==> src/rtl/sam_pkg.sv <==
// ============================================================================
// Module      : sam_pkg
// Description : Shared types and field helpers for the SAM accumulator core.
// Revision    : 1.0 - initial release
// ============================================================================
`default_nettype none

package sam_pkg;

    localparam int unsigned c_OPC_W = 4;

    typedef enum logic [3:0] {
        OP_NOP    = 4'h0,
        OP_LDI    = 4'h1,
        OP_LD     = 4'h2,
        OP_LDN    = 4'h3,
        OP_ST     = 4'h4,
        OP_STN    = 4'h5,
        OP_ADD    = 4'h6,
        OP_SUB    = 4'h7,
        OP_AND    = 4'h8,
        OP_XOR    = 4'h9,
        OP_JMP    = 4'hA,
        OP_JZ     = 4'hB,
        OP_BR     = 4'hC,
        OP_RSVD_D = 4'hD,
        OP_RSVD_E = 4'hE,
        OP_HLT    = 4'hF
    } opcode_e;

    typedef enum logic [2:0] {
        ST_FETCH  = 3'd0,
        ST_DECODE = 3'd1,
        ST_IND    = 3'd2,
        ST_MEM    = 3'd3,
        ST_HALT   = 3'd4
    } state_e;

    typedef enum logic [1:0] {
        ALU_ADD = 2'd0,
        ALU_SUB = 2'd1,
        ALU_AND = 2'd2,
        ALU_XOR = 2'd3
    } alu_op_e;

    // Opcode occupies the top nibble; the operand is everything below it.
    function automatic int unsigned opc_lsb(input int unsigned data_w);
        return data_w - c_OPC_W;
    endfunction

    function automatic int unsigned opnd_w(input int unsigned data_w);
        return data_w - c_OPC_W;
    endfunction

endpackage

`default_nettype wire

==> src/rtl/sam_alu.sv <==
// ============================================================================
// Module      : sam_alu
// Description : Combinational ALU (add/sub/and/xor) with carry/borrow out.
// Revision    : 1.0 - initial release
// ============================================================================
`default_nettype none

module sam_alu
    import sam_pkg::*;
#(
    parameter int unsigned DATA_W = 8
) (
    input  logic [DATA_W-1:0] a,
    input  logic [DATA_W-1:0] b,
    input  alu_op_e           op,
    output logic [DATA_W-1:0] y,
    output logic              carry
);

    always_comb begin
        y     = '0;
        carry = 1'b0;
        case (op)
            ALU_ADD: {carry, y} = {1'b0, a} + {1'b0, b};
            // Borrow is an unsigned compare, independent of the wrapped result.
            ALU_SUB: begin
                y     = a - b;
                carry = (a < b);
            end
            ALU_AND: y = a & b;
            ALU_XOR: y = a ^ b;
            default: ;
        endcase
    end

endmodule

`default_nettype wire

==> src/rtl/sam_acc_core.sv <==
// ============================================================================
// Module      : sam_acc_core
// Description : Accumulator core: fetch/decode/execute sequencer + datapath
//               behind a single req/ack memory port.
// Revision    : 1.0 - initial release
// ============================================================================
`default_nettype none

module sam_acc_core
    import sam_pkg::*;
#(
    parameter int unsigned DATA_W = 8,
    parameter int unsigned ADDR_W = 8
) (
    input  logic              clk,
    input  logic              rst,
    output logic              mem_req,
    output logic              mem_we,
    output logic [ADDR_W-1:0] mem_addr,
    output logic [DATA_W-1:0] mem_wdata,
    input  logic [DATA_W-1:0] mem_rdata,
    input  logic              mem_ack,
    output logic [DATA_W-1:0] acc_out,
    output logic [ADDR_W-1:0] pc_out,
    output logic [DATA_W-1:0] ir_out,
    output logic              flag_z,
    output logic              flag_c,
    output logic              halted
);

    localparam int unsigned c_OPC_LSB = opc_lsb(DATA_W);
    localparam int unsigned c_OPND_W  = opnd_w(DATA_W);

    state_e              r_state;
    logic [DATA_W-1:0]   r_ir;
    logic [DATA_W-1:0]   r_acc;
    logic [ADDR_W-1:0]   r_pc;
    logic [ADDR_W-1:0]   r_iar;
    logic [ADDR_W-1:0]   r_addr;
    logic                r_use_iar;
    logic                r_req;
    logic                r_we;
    logic                r_z;
    logic                r_c;

    opcode_e             w_op;
    logic [ADDR_W-1:0]   w_t_addr;
    logic [DATA_W-1:0]   w_t_data;
    logic [ADDR_W-1:0]   w_rd_addr;
    logic [ADDR_W-1:0]   w_pc_inc;
    logic [ADDR_W-1:0]   w_next_pc;
    logic                w_is_st;
    logic                w_alu_wb;
    alu_op_e             w_alu_op;
    logic [DATA_W-1:0]   w_alu_y;
    logic                w_alu_c;

    assign w_op      = opcode_e'(r_ir[DATA_W-1:c_OPC_LSB]);
    assign w_t_addr  = ADDR_W'(r_ir[c_OPND_W-1:0]);
    assign w_t_data  = DATA_W'(r_ir[c_OPND_W-1:0]);
    assign w_pc_inc  = r_pc + ADDR_W'(1);
    assign w_is_st   = (w_op == OP_ST) || (w_op == OP_STN);
    assign w_alu_wb  = (w_op == OP_ADD) || (w_op == OP_SUB) ||
                       (w_op == OP_AND) || (w_op == OP_XOR);

    // A pointer read from memory is widened or narrowed to the address width.
    generate
        if (ADDR_W > DATA_W) begin : g_ptr_ext
            assign w_rd_addr = {{(ADDR_W-DATA_W){1'b0}}, mem_rdata};
        end else begin : g_ptr_trunc
            assign w_rd_addr = mem_rdata[ADDR_W-1:0];
        end
    endgenerate

    always_comb begin
        w_next_pc = r_pc;
        case (w_op)
            OP_JMP:  w_next_pc = w_t_addr;
            OP_JZ:   if (r_z) w_next_pc = w_t_addr;
            OP_BR:   w_next_pc = r_pc + w_t_addr;
            default: ;
        endcase
    end

    always_comb begin
        w_alu_op = ALU_ADD;
        case (w_op)
            OP_SUB:  w_alu_op = ALU_SUB;
            OP_AND:  w_alu_op = ALU_AND;
            OP_XOR:  w_alu_op = ALU_XOR;
            default: w_alu_op = ALU_ADD;
        endcase
    end

    sam_alu #(
        .DATA_W (DATA_W)
    ) u_alu (
        .a     (r_acc),
        .b     (mem_rdata),
        .op    (w_alu_op),
        .y     (w_alu_y),
        .carry (w_alu_c)
    );

    always_ff @(posedge clk) begin
        if (rst) begin
            r_state   <= ST_FETCH;
            r_ir      <= '0;
            r_acc     <= '0;
            r_pc      <= '0;
            r_iar     <= '0;
            r_addr    <= '0;
            r_use_iar <= 1'b0;
            r_req     <= 1'b0;
            r_we      <= 1'b0;
            r_z       <= 1'b0;
            r_c       <= 1'b0;
        end else begin
            case (r_state)
                ST_FETCH: begin
                    // Only reached with req low straight out of reset.
                    if (!r_req) begin
                        r_req  <= 1'b1;
                        r_we   <= 1'b0;
                        r_addr <= r_pc;
                    end else if (mem_ack) begin
                        r_ir    <= mem_rdata;
                        r_pc    <= w_pc_inc;
                        r_req   <= 1'b0;
                        r_state <= ST_DECODE;
                    end
                end
                ST_DECODE: begin
                    case (w_op)
                        OP_HLT: r_state <= ST_HALT;
                        OP_LD, OP_ST, OP_ADD, OP_SUB, OP_AND, OP_XOR: begin
                            r_req   <= 1'b1;
                            r_we    <= w_is_st;
                            r_addr  <= w_t_addr;
                            r_state <= ST_MEM;
                        end
                        OP_LDN, OP_STN: begin
                            r_req   <= 1'b1;
                            r_we    <= 1'b0;
                            r_addr  <= w_t_addr;
                            r_state <= ST_IND;
                        end
                        default: begin
                            if (w_op == OP_LDI) begin
                                r_acc <= w_t_data;
                                r_z   <= (w_t_data == '0);
                            end
                            r_pc    <= w_next_pc;
                            r_req   <= 1'b1;
                            r_we    <= 1'b0;
                            r_addr  <= w_next_pc;
                            r_state <= ST_FETCH;
                        end
                    endcase
                end
                ST_IND: begin
                    if (mem_ack) begin
                        r_iar     <= w_rd_addr;
                        r_use_iar <= 1'b1;
                        r_we      <= w_is_st;
                        r_state   <= ST_MEM;
                    end
                end
                ST_MEM: begin
                    if (mem_ack) begin
                        if ((w_op == OP_LD) || (w_op == OP_LDN)) begin
                            r_acc <= mem_rdata;
                            r_z   <= (mem_rdata == '0);
                        end else if (w_alu_wb) begin
                            r_acc <= w_alu_y;
                            r_z   <= (w_alu_y == '0);
                            if ((w_op == OP_ADD) || (w_op == OP_SUB)) begin
                                r_c <= w_alu_c;
                            end
                        end
                        r_use_iar <= 1'b0;
                        r_req     <= 1'b1;
                        r_we      <= 1'b0;
                        r_addr    <= r_pc;
                        r_state   <= ST_FETCH;
                    end
                end
                ST_HALT: r_req <= 1'b0;
                default: r_state <= ST_FETCH;
            endcase
        end
    end

    assign mem_req   = r_req;
    assign mem_we    = r_we;
    assign mem_addr  = r_use_iar ? r_iar : r_addr;
    assign mem_wdata = r_acc;
    assign acc_out   = r_acc;
    assign pc_out    = r_pc;
    assign ir_out    = r_ir;
    assign flag_z    = r_z;
    assign flag_c    = r_c;
    assign halted    = (r_state == ST_HALT);

endmodule

`default_nettype wire

==> config.mk <==
export PLATFORM = sky130hd
export DESIGN_NAME = sam_acc_core
export DESIGN_NICKNAME = d
export VERILOG_FILES = /design/src/rtl/sam_pkg.sv /design/src/rtl/sam_alu.sv /design/src/rtl/sam_acc_core.sv
export SDC_FILE = /design/constraint.sdc
export NUM_CORES = 1
export LEC_CHECK = 0
export BUFFER_PORTS_ARGS = -buffer_cell sky130_fd_sc_hd__buf_2
export CAP_MARGIN = 20
export CORE_MARGIN = 4
export CORE_UTILIZATION = 63
export CTS_CLUSTER_DIAMETER = 120
export CTS_CLUSTER_SIZE = 12
export DETAILED_ROUTE_END_ITERATION = 6
export PLACE_DENSITY = 0.89
export SYNTH_ARGS = -nofsm -noshare
export SYNTH_HDL_FRONTEND = slang
export SYNTH_SLANG_ARGS = --single-unit
==> constraint.sdc <==
create_clock -name clk -period 3.75 [get_ports clk]
set_input_delay 0.5625 -clock clk [delete_from_list [all_inputs] [get_ports clk]]
set_output_delay 0.5625 -clock clk [all_outputs]
set_load 0.02 [all_outputs]
== After elaboration in Yosys (flattened, before gate mapping) ==
Index checks and enable logic that the tools add are counted.
Storage, ports and cells
  bits in registers: 48
Operators by class
  $add $sub $neg: 4
  $lt $le $gt $ge: 1
  eq/ne operators: 29
  mux-type cells: 43
  bitwise gates (word level): 4
  reduce and logical (&&, ||, !) cells: 30
Operator list (count)
  $mux 8: 12
  $pmux 8 s2: 3
  $pmux 8 s3: 2
  $pmux 8 s4: 1
  $eq 4x4->1 const B: 6
  $logic_not 8->1: 3
  $reduce_and 5->1: 4
  $eq 4x3->1 const B: 4
  $ne 2x2->1 const B: 8
  $pmux 3 s5: 1
  $mux 1: 12
  $mux 3: 4
  $add 8x8->9: 1
  $pmux 3 s3: 1
  $reduce_and 3->1: 3
  $reduce_or 9->1: 1
  $add 8x1->8 const B: 1
  $add 8x4->8: 1
  $and 8x8->8: 1
  $eq 4x2->1 const B: 2
  $lt 8x8->1: 1
  $pmux 1 s2: 4
  $pmux 1 s4: 2
  $reduce_and 4->1: 2
  21 further kinds: 31

== Depth between registers and ports, before layout ==
  depth in word-level cells: 9
  depth in mapped cells: 10

== By module ==
From an unflattened synthesis, not the netlist that was laid out.
Unflattened totals
  cells, all modules: 512
  area, all modules: 3971.3 um^2
Modules (own cells, without submodules)
  sam_acc_core: times used 1, cells each 387, area an instance 3027.9 um^2, seq. area each 960.9 um^2
  sam_alu: times used 1, cells each 125, area an instance 943.4 um^2, seq. area each 0.0 um^2

== Least setup slack after synthesis ==
Ideal clock, no wire load.
  kind: input to register
  from: in mem_rdata[3]
  to: reg r_acc[5], in the netlist acc_out[5]
  data arrival time: 2.354 ns
  slack: 1.280 ns
  stages on the path: 10
  buffers on the path: 1
  path through: inv_1 > ha_1 > buf_2 > a21oi_1 > o21bai_1 > a41oi_1 > mux2_2 > a211oi_1 > o21ai_0 > a22o_1
Between the ends
  longest elaborated chain between the ends: 6
Ends and longest elaborated chain
  start, declared: line sam_acc_core.sv:21  | input logic [DATA_W-1:0] mem_rdata,
  $sub 8x8->8 / $add 8x8->9 (equally long branches): line sam_alu.sv:27, sam_alu.sv:24
  $pmux 8 s4 *: line sam_alu.sv:23  | case (op)
  $mux 8 *: line sam_acc_core.sv:174  | end else if (w_alu_wb) begin
  $mux 8 *: line sam_acc_core.sv:171  | if ((w_op == OP_LD) || (w_op == OP_LDN)) begin
  $mux 8 *: line sam_acc_core.sv:170  | if (mem_ack) begin
  $pmux 8 s2 *: line sam_acc_core.sv:119  | case (r_state)
  end signal, assigned: line sam_acc_core.sv:150  | r_acc <= w_t_data;
  end signal, assigned: line sam_acc_core.sv:172  | r_acc <= mem_rdata;
  end signal, assigned: line sam_acc_core.sv:175  | r_acc <= w_alu_y;
  end, declared: line sam_acc_core.sv:36  | logic [DATA_W-1:0] r_acc;
Mark *: on every way between the ends. The rest lies on a longest branch, timed or not. The select of a mux whose other input is x is not followed.
A chain may end at the register's enable or synchronous reset.

== Worst setup path after layout ==
  from: reg r_ir[7], in the netlist ir_out[7]
  to: reg r_acc[3], in the netlist acc_out[3]
Between the ends
  longest elaborated chain between the ends: 8
Ends and longest elaborated chain
  start, declared: line sam_acc_core.sv:35  | logic [DATA_W-1:0] r_ir;
  start signal, assigned: line sam_acc_core.sv:127  | r_ir <= mem_rdata;
  $eq 4x4->1 / $eq 4x3->1 (equally long branches)
  $pmux 2 s3: line sam_acc_core.sv:87  | case (w_op)
  $eq 2x2->1 (tied with other cells): line sam_alu.sv:23
  $pmux 8 s4: line sam_alu.sv:23
  $mux 8: line sam_acc_core.sv:174
  $mux 8: line sam_acc_core.sv:171
  $mux 8: line sam_acc_core.sv:170
  $pmux 8 s2: line sam_acc_core.sv:119
Parallel ways exist; a longest one is shown, timed or not. The select of a mux whose other input is x is not followed.

==> metrics.md <==
| Metric | Value |
|---|---|
| Leading register cell type out of synthesis | `sky130_fd_sc_hd__dfxtp_1` |
| Data required time of the worst path | `3.99 ns` |
| Sum of negative setup slack | `0 ns` |
| Resized Gates After CTS | `0` |
| Drt pass-1 iters | `5` |
| Number of synthesized register bits | `48` |
| Total congestion overflow after global routing | `0` |
| Number of hold violations in the final report | `0` |
| WL final | `11700 microns` |
| Total of endpoints with negative setup slack in the final report | `0` |
| H-tree lvl count | `2` |
| Share of synthesized flip-flops with an asynchronous set or reset | `0%` |
| Most area-consuming cells after synthesis | `sky130_fd_sc_hd__dfxtp_1 24%, sky130_fd_sc_hd__ha_1 7.0%, sky130_fd_sc_hd__a21oi_1 6.7%` |
| Finished Layout Cells | `619` |
| Boundary pin count | `56` |
| RSZ-0062 raised after global routing | `false` |
| Nature of the critical path startpoint | `flop` |
| Number of antenna violations at the first check in global routing | `0` |
| CTS Buffer Depth | `2` |
| Starting Density | `65.8%` |
| Post-Syn Nets | `557` |
| Post-route clock skew | `0.0112 ns` |
| Hold buffer count at cts | `0` |
| Per-cell via count in the routed design | `6.81` |
| Min-Delay Path Class | `flop to flop` |
| Largest net degree at the start of global routing | `40` |
| CP Data Arrival Time | `3.02 ns` |
| Pins over their slew limit | `0` |
| Clock tree from TritonCTS | `done` |
| Full die area | `0.00758 sq mm` |
| Number of synthesized flops with an enable pin | `0` |
| Worst-path clk slew | `0.10 ns` |
| Sequential area share after synthesis | `24.4%` |
| Commonest non-fill, non-tap cells in the layout | `56 x sky130_fd_sc_hd__nor2_1, 56 x sky130_fd_sc_hd__buf_2, 53 x sky130_fd_sc_hd__a21oi_1` |
| Crit path time final | `2.78 ns` |
| Static leakage | `1.81 nW` |
| Final routed wire length divided by cell count | `18.8 microns` |
| Number of sinks handled by clock tree synthesis | `48` |
| DP HPWL | `8290 microns` |
| Routed Antenna Nets | `0` |
| Post-Synthesis Mean Instance Area | `7.56 sq um` |
| Clock buffers created by TritonCTS | `5` |
| Via count | `4217` |
| Number of design-rule violations left by the first detailed-router iteration | `358` |
| Post-CTS setup buffers | `0` |
| Number of nets in the layout | `579` |
| Kind of critical path | `flop to flop` |
| Final weighted congestion of routability-driven global placement | `0.976` |
| Top cell type by total area after synthesis | `sky130_fd_sc_hd__dfxtp_1` |
| Cell Area, Synth | `0.00394 sq mm` |
| Diode insertion count for antenna repair | `0` |
| X dimension of the die | `87.1 microns` |
| Synth top area share | `24.4%` |
| Count of input and output buffers | `55` |
| Cells after Synth | `521` |
| Area growth from synthesis to layout | `7.91%` |
| Cell count after placement | `610` |
| Area of the core | `0.00599 sq mm` |
| Clock root buffer | `sky130_fd_sc_hd__clkbuf_8` |
| Height of the chip | `87.1 microns` |
| Total of max-cap violations | `0` |
| All-Layer GR Usage | `31.2%` |
| Worst relative slew slack | `35.0%` |
| Insertion delay of the later-clocked pin in the worst-skew pair | `0.31 ns` |
| Unique masters post-synth | `71` |
| Synth Warn # | `0` |
| Fraction of the cycle the final worst path needs | `74.3%` |
| Upper clock frequency limit | `359 MHz` |
| Global-route wire length before repair | `19100 microns` |
| Standard-cell rows | `28` |
| Critical Path End Type | `flop` |
| Actual slew at the worst max-slew pin | `0.972 ns` |
| Layout cells sized above 1 | `16.4%` |
| Power Density | `304 mW/mm^2` |
| Number of remaining DRC errors | `0` |
| Highest fanout seen on the critical path | `28` |
| Max VDD drop | `0.293 mV` |
| Number of global-route vias before repair | `3828` |
| Status | `completed` |
logic make-up after synthesis:
family          synth area share [%]
xor+xnor                        1.33
mux                             5.65
buf+inv                         8.13
compound gates                  29.7
simple gates                    22.3
fa+ha+maj                       8.51
flops                           24.4
worst max-delay path, cell delays in order (launching register included):
cell and delay [ns]:
sky130_fd_sc_hd__dfxtp_1 0.90, sky130_fd_sc_hd__and4b_1 0.36, sky130_fd_sc_hd__nor2_1 0.52, sky130_fd_sc_hd__a22oi_1 0.16, sky130_fd_sc_hd__o2bb2ai_1 0.23, sky130_fd_sc_hd__a211oi_1 0.27
sky130_fd_sc_hd__a211oi_1 0.08, sky130_fd_sc_hd__nor3_1 0.17
flip-flops by register name, indices dropped and copies added, names as in the netlist:
signal	cells
ir_out	8
mem_we	1
flag_z	1
acc_out	8
r_use_iar	1
r_iar	8
r_state	3
mem_req	1
flag_c	1
r_addr	8
pc_out	8
power by group:
group          total, mW  switching, mW  leakage (nW)  internal [mW]
combinational      0.266          0.170          1.35         0.0963
sequential         0.564         0.0357         0.390          0.528
clock              0.461          0.192        0.0687          0.269
path summary, 6_finish.rpt:
path / slack (ns) / endpoint / cells after the start / startpoint
worst max-delay path: 0.97 / acc_out[3]$_SDFFE_PP0P_ / 7 / ir_out[7]$_SDFFE_PP0P_
worst min register to register: 0.46 / r_iar[5]$_SDFFE_PP0P_ / 2 / r_iar[5]$_SDFFE_PP0P_
worst min-delay path: 0.46 / r_iar[5]$_SDFFE_PP0P_ / 2 / r_iar[5]$_SDFFE_PP0P_
worst max register to register: 0.97 / acc_out[3]$_SDFFE_PP0P_ / 7 / ir_out[7]$_SDFFE_PP0P_
layer usage:
| layer | global-route usage [%] | vias to the layer above | wire (microns) | part of all wire [%] |
|---|---|---|---|---|
| met3 | 6.34 | 44 | 1190 | 10 |
| met4 | 9.92 | 0 | 318 | 2.7 |
| met5 | 0 | - | 0 | 0 |
| met2 | 46.0 | 250 | 5200 | 45 |
| li1 | - | 1937 | - | - |
| met1 | 45.3 | 1986 | 4960 | 43 |
area by class of cell:
cell class                 count  area [sq um]
clock buffer                   5          68.8
tap                           75          93.8
multi-input combinational    406          2660
timing repair buffer          62           325
clock inverter                 3          68.8
inverter                      20          75.1
sequential                    48           961
fill                         505          1740
cell usage after synthesis, types with 6 or more instances:
library cell and number:
sky130_fd_sc_hd__nor2_1 56, sky130_fd_sc_hd__a21oi_1 53, sky130_fd_sc_hd__dfxtp_1 48, sky130_fd_sc_hd__nand2_1 41, sky130_fd_sc_hd__o21ai_0 33, sky130_fd_sc_hd__ha_1 22, sky130_fd_sc_hd__inv_1 20, sky130_fd_sc_hd__clkbuf_1 19
sky130_fd_sc_hd__a211oi_1 15, sky130_fd_sc_hd__buf_2 15, sky130_fd_sc_hd__nand3_1 13, sky130_fd_sc_hd__nor3_1 13, sky130_fd_sc_hd__mux2i_1 11, sky130_fd_sc_hd__mux2_2 10, sky130_fd_sc_hd__buf_4 9, sky130_fd_sc_hd__nor2b_1 9
sky130_fd_sc_hd__nand2b_1 8, sky130_fd_sc_hd__a22o_1 7, sky130_fd_sc_hd__a22oi_1 7, sky130_fd_sc_hd__a21o_1 6, sky130_fd_sc_hd__a31oi_1 6, sky130_fd_sc_hd__and3_1 6
metrics by stage:
step                hold slack [ns]  util, %  worst slack, ns  cell area (sq um)  total power [mW]
floorplan                     0.433        -             1.28               3940             0.759
global placement              0.440     68.6            0.936               4110             0.826
detailed placement            0.447     68.6            0.838               4110             0.833
CTS                           0.460     70.9             1.08               4250              1.28
global route                  0.480     71.0            0.800               4250              1.34
finish                        0.460     71.0            0.965               4250              1.29
Note: power is estimated with default switching activity, not from simulation.
